$ cat src/rtl/mem_port_arbiter.sv
// ----------------------------------------------------------------------------
// mem_port_arbiter
//
// Shares one single-ported unified memory between instruction fetch (read
// only) and the MEM stage (load/store). Exactly one memory transaction is in
// flight at a time; the response is routed back to the requester that owns
// it. A fetch squashed by if_kill still completes on the memory side, but
// its response is swallowed.
//
// Handshake rules (all ports):
//   Requester side: *_req is raised together with its attributes and held
//   stable until the matching *_rvalid pulse (a fetch may instead be
//   abandoned with if_kill). *_rvalid is a single-cycle pulse carrying
//   *_rdata (or, for stores, signalling completion).
//   Memory side: mem_req and every mem_* attribute stay stable from the
//   first ISSUE cycle until the cycle mem_gnt is seen high. mem_rvalid is
//   honoured only while a granted transaction is waiting for its response.
//
// Configuration macro:
//   MEM_PORT_ARB_RR_EN  defined   -> round-robin on ties (last_owner register,
//                                    reset to IF so dm wins the first tie)
//                       undefined -> fixed priority, dm over if
//
// Ports:
//   clk, reset              rising-edge clock, asynchronous active-low reset
//   if_req/if_addr/if_kill  fetch request, address, squash
//   if_rvalid/if_rdata      fetch response pulse and instruction word
//   dm_req/dm_we/dm_addr/dm_wdata/dm_be   data request and attributes
//   dm_rvalid/dm_rdata      data response pulse and load data
//   mem_req/mem_we/mem_addr/mem_wdata/mem_be   memory request side
//   mem_gnt/mem_rvalid/mem_rdata               memory accept / response
//   busy                    a transaction is in flight (state != IDLE)
//   fsm_state               current FSM state (debug / checker visibility)
// ----------------------------------------------------------------------------
module mem_port_arbiter #(
    parameter int ADDR_W = 32,
    parameter int DATA_W = 32
) (
    input  logic                clk,
    input  logic                reset,
    input  logic                if_req,
    input  logic [ADDR_W-1:0]   if_addr,
    input  logic                if_kill,
    output logic                if_rvalid,
    output logic [DATA_W-1:0]   if_rdata,
    input  logic                dm_req,
    input  logic                dm_we,
    input  logic [ADDR_W-1:0]   dm_addr,
    input  logic [DATA_W-1:0]   dm_wdata,
    input  logic [DATA_W/8-1:0] dm_be,
    output logic                dm_rvalid,
    output logic [DATA_W-1:0]   dm_rdata,
    output logic                mem_req,
    output logic                mem_we,
    output logic [ADDR_W-1:0]   mem_addr,
    output logic [DATA_W-1:0]   mem_wdata,
    output logic [DATA_W/8-1:0] mem_be,
    input  logic                mem_gnt,
    input  logic                mem_rvalid,
    input  logic [DATA_W-1:0]   mem_rdata,
    output logic                busy,
    output logic [1:0]          fsm_state
);

    localparam int BE_W = DATA_W / 8;

    typedef enum logic [1:0] {
        S_IDLE  = 2'd0,
        S_ISSUE = 2'd1,
        S_WAIT  = 2'd2
    } state_t;

    typedef enum logic [1:0] {
        OWN_NONE = 2'd0,
        OWN_IF   = 2'd1,
        OWN_DM   = 2'd2
    } owner_t;

    state_t              state, state_next;
    owner_t              owner;
    logic                kill_pending, kill_pending_next;

    logic [ADDR_W-1:0]   addr_q;
    logic                we_q;
    logic [DATA_W-1:0]   wdata_q;
    logic [BE_W-1:0]     be_q;
    logic [DATA_W-1:0]   rdata_q;

    logic                if_cand, dm_cand, pick_dm, load;
    logic                resp_take, resp_if, resp_dm;

`ifdef MEM_PORT_ARB_RR_EN
    owner_t              last_owner;
`endif

    // ------------------------------------------------------------------
    // Next state, arbitration and response routing
    // ------------------------------------------------------------------
    always_comb begin
        state_next        = state;
        load              = 1'b0;
        kill_pending_next = kill_pending;

        // A killed fetch is never eligible in the same cycle. While
        // arbitrating on a response, the owner just served is excluded:
        // its req is still high until it sees its rvalid next cycle.
        if_cand = if_req && !if_kill && !(state == S_WAIT && owner == OWN_IF);
        dm_cand = dm_req && !(state == S_WAIT && owner == OWN_DM);

`ifdef MEM_PORT_ARB_RR_EN
        pick_dm = dm_cand && (!if_cand || last_owner != OWN_DM);
`else
        pick_dm = dm_cand;
`endif

        resp_take = (state == S_WAIT) && mem_rvalid;
        // A kill in the response cycle itself also drops the response.
        resp_if   = resp_take && owner == OWN_IF && !kill_pending && !if_kill;
        resp_dm   = resp_take && owner == OWN_DM;

        if (resp_take) begin
            kill_pending_next = 1'b0;
        end else if ((state == S_ISSUE || state == S_WAIT) && owner == OWN_IF && if_kill) begin
            kill_pending_next = 1'b1;
        end

        case (state)
            S_IDLE: begin
                if (if_cand || dm_cand) begin
                    load       = 1'b1;
                    state_next = S_ISSUE;
                end
            end
            S_ISSUE: begin
                if (mem_gnt) begin
                    state_next = S_WAIT;
                end
            end
            S_WAIT: begin
                if (mem_rvalid) begin
                    if (if_cand || dm_cand) begin
                        load       = 1'b1;
                        state_next = S_ISSUE;
                    end else begin
                        state_next = S_IDLE;
                    end
                end
            end
            default: begin
                state_next = S_IDLE;
            end
        endcase
    end

    // ------------------------------------------------------------------
    // State, request capture and response registers
    // ------------------------------------------------------------------
    always_ff @(posedge clk or negedge reset) begin
        if (!reset) begin
            state        <= S_IDLE;
            owner        <= OWN_NONE;
            kill_pending <= 1'b0;
            addr_q       <= '0;
            we_q         <= 1'b0;
            wdata_q      <= '0;
            be_q         <= '0;
            rdata_q      <= '0;
            if_rvalid    <= 1'b0;
            dm_rvalid    <= 1'b0;
        end else begin
            state        <= state_next;
            kill_pending <= kill_pending_next;
            if_rvalid    <= resp_if;
            dm_rvalid    <= resp_dm;
            if (resp_take) begin
                rdata_q <= mem_rdata;
            end
            if (load) begin
                if (pick_dm) begin
                    owner   <= OWN_DM;
                    addr_q  <= dm_addr;
                    we_q    <= dm_we;
                    wdata_q <= dm_wdata;
                    // Byte enables only matter for stores; reads fetch the full word.
                    be_q    <= dm_we ? dm_be : '1;
                end else begin
                    owner   <= OWN_IF;
                    addr_q  <= if_addr;
                    we_q    <= 1'b0;
                    wdata_q <= '0;
                    be_q    <= '1;
                end
            end else if (resp_take) begin
                owner <= OWN_NONE;
            end
        end
    end

`ifdef MEM_PORT_ARB_RR_EN
    // Reset to IF so the very first tie goes to the data side.
    always_ff @(posedge clk or negedge reset) begin
        if (!reset) begin
            last_owner <= OWN_IF;
        end else if (load) begin
            last_owner <= pick_dm ? OWN_DM : OWN_IF;
        end
    end
`endif

    // ------------------------------------------------------------------
    // Outputs
    // ------------------------------------------------------------------
    assign mem_req   = (state == S_ISSUE);
    assign mem_we    = we_q;
    assign mem_addr  = addr_q;
    assign mem_wdata = wdata_q;
    assign mem_be    = be_q;
    assign if_rdata  = rdata_q;
    assign dm_rdata  = rdata_q;
    assign busy      = (state != S_IDLE);
    assign fsm_state = state;

endmodule

$ cat config.mk
export PLATFORM = sky130hd
export DESIGN_NAME = mem_port_arbiter
export DESIGN_NICKNAME = d
export VERILOG_FILES = /design/src/rtl/mem_port_arbiter.sv
export SDC_FILE = /design/constraint.sdc
export NUM_CORES = 1
export LEC_CHECK = 0
export CAP_MARGIN = 10
export CORE_ASPECT_RATIO = 1.1
export CORE_UTILIZATION = 41
export DETAILED_ROUTE_END_ITERATION = 8
export GPL_TIMING_DRIVEN = 0
export HOLD_SLACK_MARGIN = 0.08
export MAX_ROUTING_LAYER = met4
export PLACE_DENSITY = 0.89
export SYNTH_ARGS = -nofsm -noshare
export SYNTH_HDL_FRONTEND = slang
export SYNTH_SLANG_ARGS = --single-unit
$ cat constraint.sdc
create_clock -name clk -period 3.2 [get_ports clk]
set_input_delay 0.48 -clock clk [delete_from_list [all_inputs] [get_ports clk]]
set_output_delay 0.48 -clock clk [all_outputs]
set_load 0.02 [all_outputs]
======== After elaboration in Yosys (flattened, before gate mapping) ========
Index checks and enable logic that the tools add are counted.
cells by class
  mux-type cells .......................... 18
  magnitude comparators ................... 0
  shifts and indexed selects .............. 0
  $mul .................................... 0
  divide/modulo/power cells ............... 0
  add/subtract/negate cells ............... 0
  equality and inequality tests ........... 7
  reductions and logical operators ........ 23
  bitwise logic cells ..................... 0
operators with widths
  operator                                             count
  2-to-1 mux 32 bit                                    2
  logical AND 1 bit                                    12
  2-to-1 mux 2 bit                                     6
  2-to-1 mux 4 bit                                     2
  2-to-1 mux 1 bit                                     6
  one-hot mux 2 bit (3 select lines)                   1
  nonzero test 2 bit                                   3
  equality test 2 x 1 -> 1 bit, second input constant  2
  equality test 2 bit, second input constant           2
  zero test 1 bit                                      4
  != test 2 bit, second input constant                 2
  AND reduction 3 bit                                  1
  zero test 2 bit                                      1
  logical OR 1 bit                                     2
  != test 2 x 1 -> 1 bit, second input constant        1
  one-hot mux 1 bit (2 select lines)                   1
storage, ports and cells
  bits in writable memories ............... 0
  memories kept ........................... 0
  register bits after elaboration ......... 108
  output and inout port bits .............. 139
  ROM bits ................................ 0
  bits in latches ......................... 0

======== Longest topological paths before layout ========
Gate-level depths: netlist of run 1.
  word-level depth ........................ 9
  depth in mapped cells ................... 8
  gate-level depth less buffers ........... 6

======== Worst setup path after synthesis of run 1 ========
No wires, ideal clock.
  path type ............................... register to register
  start ................................... reg state[0], in the netlist fsm_state[0]
  end ..................................... reg wdata_q[14], in the netlist mem_wdata[14]
  cell stages (with the launch flop) ...... 9
  buffers on the path ..................... 3
  path slack .............................. 1.198 ns
  required time ........................... 3.079 ns
  arrival ................................. 1.881 ns
  library setup time ...................... 0.121 ns
  period minus slack after synthesis ...... 2.002 ns
  cells stage by stage .................... dfrtp_1 -> inv_1 -> ha_1 -> a31o_1 -> buf_6 -> and3_1 -> buf_6 -> buf_6 -> a22o_1
on the way
  word-level cells in the longest chain between the ends .. 8
  elaborated cells between the ends (all ways) .. 13
  those cells by class .................... 1 x eq/ne; 4 x mux; 8 x reduce/logical
ends and longest elaborated chain
  item                                  RTL line       RTL
  start: declaration                    79             state_t state, state_next;
  start signal: assignment              171            state <= state_next;
  equality test 2 bit                   107, 108, 127
  logical AND 1 bit (on tied branches)  107, 108
  zero test 1 bit (on tied branches)    107, 108
  logical AND 1 bit (on tied branches)  107, 108
  logical OR 1 bit                      129, 141
  2-to-1 mux 1 bit                      129, 141
  2-to-1 mux 1 bit                      140            if (mem_rvalid) begin
  one-hot mux 1 bit (2 select lines)    127            case (state)
  end signal: assignment                183            wdata_q <= dm_wdata;
  end: declaration                      85             logic [DATA_W-1:0] wdata_q;
Parallel ways exist; a longest one is shown, timed or not.
A chain may end at the register's enable or synchronous reset.

======== Worst setup path after layout of run 1 ========
  start ................................... reg state[1], in the netlist fsm_state[1]
  end ..................................... out busy
on the way
  word-level cells in the longest chain between the ends .. 1
ends and longest elaborated chain
  item                RTL line  RTL
  nonzero test 2 bit  220       assign busy = (state != S_IDLE);
  end: declaration    61        output logic busy,
Every way passes these cells.

==> results of run 1 <==
## registers in the layout, summed over array words and instances (netlist names)
signal        cells
fsm_state         2
dm_rvalid         1
owner             2
mem_be            4
if_rvalid         1
kill_pending      1
mem_wdata        32
mem_addr         32
mem_we            1
dm_rdata         32
## through the flow
step / setup WS [ns] / hold slack [ns] / cells / area [um2] / util, %
3_3_place_gp: -2.268 / 0.4212 / 772 / 7752 / 67.77
3_5_place_dp: 1.005 / 0.4302 / 773 / 7777 / 67.99
5_1_grt: 0.7775 / 0.2224 / 789 / 8066 / 70.51
4_1_cts: 0.8631 / 0.1801 / 789 / 8066 / 70.51
2_1_floorplan: 1.198 / 0.1844 / 344 / 4782 / -
6_report: 0.8650 / 0.1598 / 789 / 8066 / 70.51
## cell usage after synthesis, types with 2 or more instances
master | count | area, um2
a2bb2oi_1 | 3 | 26.28
nor2_1 | 2 | 7.510
o22ai_1 | 32 | 200.2
a21oi_1 | 3 | 15.01
buf_2 | 9 | 45.04
inv_1 | 6 | 22.52
o22a_1 | 4 | 35.03
mux2_2 | 32 | 360.4
a2bb2oi_2 | 29 | 435.4
o21ai_1 | 2 | 10.01
o21a_1 | 2 | 15.01
nand2b_1 | 4 | 25.02
o21ai_0 | 2 | 10.01
buf_4 | 33 | 247.7
dfrtp_1 | 108 | 2703
clkbuf_1 | 7 | 26.28
ha_1 | 5 | 62.56
buf_6 | 8 | 90.09
nand2_1 | 6 | 22.52
a22o_1 | 32 | 280.3
## per-layer routing
layer,vias to the layer above,share of wire [%],global-route usage (%)
met5,-,0,-
met4,0,2.5,9.484
met3,31,7.7,6.293
met2,210,53,42.34
met1,1911,37,24.82
li1,1840,-,-
## worst paths after layout
kind | cells after the start | start | slack (ns) | endpoint
min in group clk | 1 | kill_pending | 0.44 | if_rvalid
max in group asynchronous | 2 | reset | 2.32 | mem_addr[27]
setup / recovery | 4 | fsm_state[1] | 0.86 | busy
hold reg to reg | 1 | kill_pending | 0.44 | if_rvalid
hold / removal | 1 | reset | 0.16 | mem_wdata[9]
setup reg to reg | 7 | fsm_state[0] | 1.11 | mem_wdata[18]
## worst register-to-register path: cells and delay by family, from the launching register on
| kind | cells | cell delay, ns |
|---|---|---|
| fa+ha+maj | 1 | 0.31 |
| flops | 1 | 0.43 |
| compound gates | 2 | 0.53 |
| buf+inv | 2 | 0.45 |
| simple gates | 2 | 0.31 |
## layout make-up
cell class	count	area [um2]	share of cell area [%]
inverters	6	22.52	0.2792
clock inverters	5	46.29	0.5739
repair buffers	279	2808	34.81
clock buffers	11	242.7	3.009
plain buffers	57	409.1	5.072
flip-flops and latches	108	2703	33.50
well taps	150	187.7	2.327
multi-input cells	173	1648	20.43
## where the power goes
part           total (mW)  internal [mW]  switching [mW]
registers            2.47           2.01           0.461
clock network        1.07          0.561           0.511
logic                4.94           2.69            2.25
## kinds of logic (layout without fill, tap and decap cells)
group           count (synthesis)  count (layout)  synth area share (%)
mux                            33              33                 7.849
fa+ha+maj                       5               5                 1.308
buf+inv                        63             358                 9.027
flops                         108             108                 56.51
simple gates                   21              21                 2.957
compound gates                114             114                 22.34
## cell usage in the layout (no fill, tap or decap), drive strengths merged, types with 4 or more instances in the layout
cell type | netlist | routed
clkinv | 0 | 4
buf | 50 | 52
mux2 | 33 | 33
o22ai | 32 | 32
dfrtp | 108 | 108
a2bb2oi | 32 | 32
o22a | 4 | 4
o21ai | 4 | 4
inv | 6 | 7
nand2b | 4 | 4
a22o | 32 | 32
ha | 5 | 5
clkdlybuf4s50 | 0 | 277
clkbuf | 7 | 18
nand2 | 6 | 6
==> flow_metrics.py, run 1 <==
metrics = {
    "status": {
        "status": "finished clean",
    },
    "logic_synthesis": {
        "synth_edf_count": 0,
        "seq_area_frac_synth_pct": 56.51,
        "ys_dominant_reg_cell": "dfrtp_1",
        "synth_nets": 489,
        "synth-warning-count": 0,
        "synth_cell_type_count": 35,
        "syn_area_um2": 4782,
        "synthCells": 344,
        "syn_area_per_cell_um2": 13.90,
        "ys_ff_latch": 108,
        "synthArstFlopShare_pct": 100.0,
    },
    "layout": {
        "antenna_cells": 0,
        "drive_gt1_share_pct": 20.97,
        "area_growth_pct": 68.68,
        "nNetsFinal": 779,
        "fillers": 781,
    },
    "critical_path": {
        "crit_fanout": 7,
        "crit_required_ns": 2.72,
        "arrival_ns": 1.86,
        "worstPathCellList": "inv_1 -> ha_1 -> inv_1 -> clkdlybuf4s50_1",
        "crit_type": "reg2out",
        "cpPeakStageDelay_ns": 0.63,
        "critPathLaunchType": "flop",
        "crit_path_end_kind": "primary output",
        "cp_common_cell": "inv_1",
        "cp_num_buf_inv": 3,
        "path_delay_family": "buffers and inverters",
        "crit_slowest_cell": "clkdlybuf4s50_1",
    },
    "floorplan": {
        "rows": 41,
        "die_w_um": 105.0,
        "die_h_um": 115.3,
        "die_area_um2": 12100,
        "core_area_um2": 11440,
        "io_pins": 279,
        "start_util_pct": 41.80,
    },
    "grt": {
        "grt.overflow.total": 0,
        "track_usage_pct": 23.62,
        "grt_max_degree": 59,
        "grt_pass1_vias": 4209,
        "grt_pass1_wl_mm": 21.47,
        "antenna_found_initial": 0,
    },
    "sta": {
        "fin_setup_tns_ns": 0,
        "worstMarginPinSlew_ns": 0.6731,
        "maxSlewHeadroom_pct": 55.13,
        "min_period_over_period_pct": 72.97,
        "skew_ns": 0.01101,
        "max_freq_mhz": 428.3,
        "fin_crit_ns": 2.335,
        "final-max-slew-violation-count": 0,
        "rsz0062_at_grt": "false",
        "finalHoldViolCount": 0,
        "setup_violations": 0,
    },
    "detailed_routing": {
        "drt_iter0_markers": 138,
        "routedWlPerCell_um": 17.47,
        "vias": 3992,
        "antenna_left": 0,
        "first_pass_iters": 5,
        "viasPerCell": 5.060,
        "wl_mm": 13.78,
        "drt_drc_violations_left": 0,
    },
    "placement": {
        "dpl.hpwl_mm": 10.72,
        "port_buffers": 278,
        "gp_congestion": 0.7798,
    },
    "cts": {
        "clk_latency_ns": 0.35,
        "cts_setup_buffers": 0,
        "cts.clk_slew.worst_paths_ns": 0.07,
        "cts_tree": "yes",
        "cts-buffers-inserted": 9,
        "cts_buffer_depth": 2,
        "cts_sinks": 108,
        "cts-resized-gates": 0,
        "cts-htree-levels": 3,
        "cts_root_buf": "clkbuf_16",
        "cts_hold_buf": 0,
    },
    "worst_hold_path": {
        "min_path_type": "in2async",
    },
    "power": {
        "power_per_cell_area_nw_per_um2": 1051,
        "leakagePower_nw": 3.382,
        "total_power_mw": 8.478,
        "peakVddDrop_mv": 0.5077,
    },
    "flow_run": {
        "maxCapViolations": 0,
    },
}
(Power assumes the default switching activity.)
==> run 2, diff against run 1 <==
--- a/config.mk
+++ b/config.mk
@@ -7,12 +7,12 @@
 export LEC_CHECK = 0
 export CAP_MARGIN = 10
 export CORE_ASPECT_RATIO = 1.1
-export CORE_UTILIZATION = 41
+export CORE_UTILIZATION = 34
 export DETAILED_ROUTE_END_ITERATION = 8
 export GPL_TIMING_DRIVEN = 0
 export HOLD_SLACK_MARGIN = 0.08
 export MAX_ROUTING_LAYER = met4
-export PLACE_DENSITY = 0.89
+export PLACE_DENSITY = 0.79
 export SYNTH_ARGS = -nofsm -noshare
 export SYNTH_HDL_FRONTEND = slang
 export SYNTH_SLANG_ARGS = --single-unit
==> constraint.sdc (replaced) <==
create_clock -name clk -period 2 [get_ports clk]
set_input_delay 0.3 -clock clk [delete_from_list [all_inputs] [get_ports clk]]
set_output_delay 0.3 -clock clk [all_outputs]
set_load 0.02 [all_outputs]
==> run 2 against run 1 <==
Final cell count rose by 4.9%. Combinational power rose by 59%. Non-clock buffer count rose by 1. Worst setup slack got worse by 0.77 ns. Register-to-register slack got worse by 1.0 ns. Die area rose by 20%. Global-route usage fell by 4.5 points. Clock power rose by 75%. Utilization fell by 11 points. Critical path depth rose by 3. Sequential power rose by 60%. Clock skew fell by 0.0023 ns. Critical endpoint is now mem_addr[29]. Largest power group unchanged.
==> flow_metrics.py, run 2 (synthesized netlist as in run 1, its figures left out) <==
metrics = {
    "placement": {
        "place_inst": 811,
        "pre_cts_ws_ns": -0.09921,
        "port_buffers": 278,
        "dpl.hpwl_mm": 10.50,
        "gp_congestion": 0.8198,
    },
    "sta": {
        "layout_setup_ws_ns": 0.09524,
        "hold_slack_ns": 0.4671,
        "worstMarginPinSlew_ns": 0.7023,
        "final-max-slew-violation-count": 0,
        "rsz0062_at_grt": "false",
        "fin_setup_tns_ns": 0,
        "skew_ns": 0.008727,
        "min_period_over_period_pct": 95.24,
        "max_freq_mhz": 525.0,
        "setup_violations": 0,
        "maxSlewHeadroom_pct": 53.18,
        "fin_crit_ns": 1.905,
        "finalHoldViolCount": 0,
    },
    "layout": {
        "area_growth_pct": 71.56,
        "nNetsFinal": 780,
        "seq_area_um2": 2705,
        "antenna_cells": 0,
        "multi_input_area_um2": 1698,
        "fin_cells": 828,
        "final_common_cell": "clkdlybuf4s50_1",
        "mostFrequentLayoutCells": "275 x clkdlybuf4s50_1, 106 x dfrtp_1, 34 x buf_4",
        "drive_gt1_share_pct": 22.97,
        "fillers": 1156,
    },
    "critical_path": {
        "crit_path_end_kind": "flop",
        "path_delay_family": "compound AO/OA/AOI/OAI gates",
        "crit_required_ns": 2.20,
        "cpPeakStageDelay_ns": 0.41,
        "crit_type": "reg2reg",
        "crit_fanout": 10,
        "crit_slowest_cell": "dfrtp_2",
        "worstPathCellList": "inv_2 -> ha_1 -> and3b_1 -> a211o_4 -> buf_2 -> o22ai_1 -> a2bb2oi_2",
        "arrival_ns": 2.11,
        "critPathLaunchType": "flop",
        "cp_num_buf_inv": 2,
    },
    "detailed_routing": {
        "routedWlPerCell_um": 16.11,
        "drt_drc_violations_left": 0,
        "first_pass_iters": 5,
        "viasPerCell": 4.848,
        "vias": 4014,
        "wl_mm": 13.34,
        "drt_iter0_markers": 121,
        "antenna_left": 0,
    },
    "cts": {
        "cts_tree": "yes",
        "cts_root_buf": "clkbuf_16",
        "cts-htree-levels": 3,
        "cts_setup_buffers": 0,
        "cts.clk_slew.worst_paths_ns": 0.07,
        "cts_buffer_depth": 2,
        "cts-buffers-inserted": 9,
        "clk_latency_ns": 0.35,
        "cts_sinks": 108,
    },
    "floorplan": {
        "die_h_um": 126.4,
        "core_area_um2": 13740,
        "rows": 45,
        "start_util_pct": 34.81,
        "die_w_um": 115.1,
        "die_area_um2": 14540,
        "io_pins": 279,
    },
    "power": {
        "peakVddDrop_mv": 0.7218,
        "leakagePower_nw": 3.414,
        "power_per_cell_area_nw_per_um2": 1668,
    },
    "grt": {
        "grt_max_degree": 58,
        "antenna_found_initial": 0,
        "grt_pass1_wl_mm": 21.13,
        "track_usage_pct": 19.14,
        "grt.overflow.total": 0,
        "grt_pass1_vias": 4276,
    },
    "worst_hold_path": {
        "min_path_type": "reg2reg",
    },
    "status": {
        "status": "finished clean",
    },
    "flow_run": {
        "maxCapViolations": 0,
    },
}
==> run 2: changes by cell type in the layout (fill, tap and decap cells not counted), moves of 2 or more <==
cell	previous run	this run
clkinv_4	4	1
dfrtp_1	108	106
o22ai_1	32	28
clkbuf_2	0	2
dfrtp_2	0	2
dlygate4sd2_1	0	2
clkdlybuf4s50_1	277	275
clkbuf_1	8	5
o22ai_2	0	4
==> run 2: worst paths after layout <==
check / start / end / depth (start not counted) / slack [ns]
worst max register to register: fsm_state[0] / mem_addr[29] / 7 / 0.1
worst min register to register: kill_pending / if_rvalid / 1 / 0.47
worst max-delay path: fsm_state[0] / mem_addr[29] / 7 / 0.1
min in group asynchronous: reset / dm_rdata[7] / 2 / 0.53
worst min-delay path: kill_pending / if_rvalid / 1 / 0.47
max in group asynchronous: reset / mem_wdata[23] / 3 / 0.75
==> run 2: repair_timing <==
action / 4_1_cts / 5_1_grt
setup endpoints to repair: 56 / 64
resized for setup: 6 / 10
endpoints found under the hold margin: 51 / 0
hold buffers: 1 / 0
==> run 2: per-stage QoR <==
stage	util (%)	instance area (um2)	power, mW
floorplan	-	4783	8.277
global placement	56.79	7801	11.70
CTS	59.46	8169	13.82
global route	59.72	8204	14.41
finish	59.72	8204	13.68
detailed placement	56.97	7826	11.89
==> run 2: worst reg2reg max path, delay by kind of cell (launching register included) <==
kind	cells	cell delay, ns
and+or+nand+nor	1	0.23
buffers and inverters	2	0.29
adders and majority gates	1	0.21
DFF	1	0.41
AOI/OAI and AO/OA	3	0.62
==> run 2: per-layer routing <==
metal  share of wire, %  wire (um)  vias up  track usage, %
li1                   -          -     1838               -
met1                 39       5208     1960           21.00
met2                 51       6836      197           33.91
met3                7.9       1057       19           4.539
met4                1.8        236        0           6.035
met5                  0          0        -               -
==> run 2: where the power goes <==
group	total (mW)	switching (mW)	internal, mW
Sequential	3.95	0.731	3.22
Clock	1.87	0.838	1.03
Combinational	7.87	3.57	4.30
==> run 2: layout make-up <==
class	count	area share, %
repair buffers	280	34.31
clock buffers	10	2.913
inverters	6	0.2745
clock inverters	6	0.9456
plain buffers	57	5.018
well taps	188	2.867
multi-input cells	173	20.70
flip-flops and latches	108	32.97
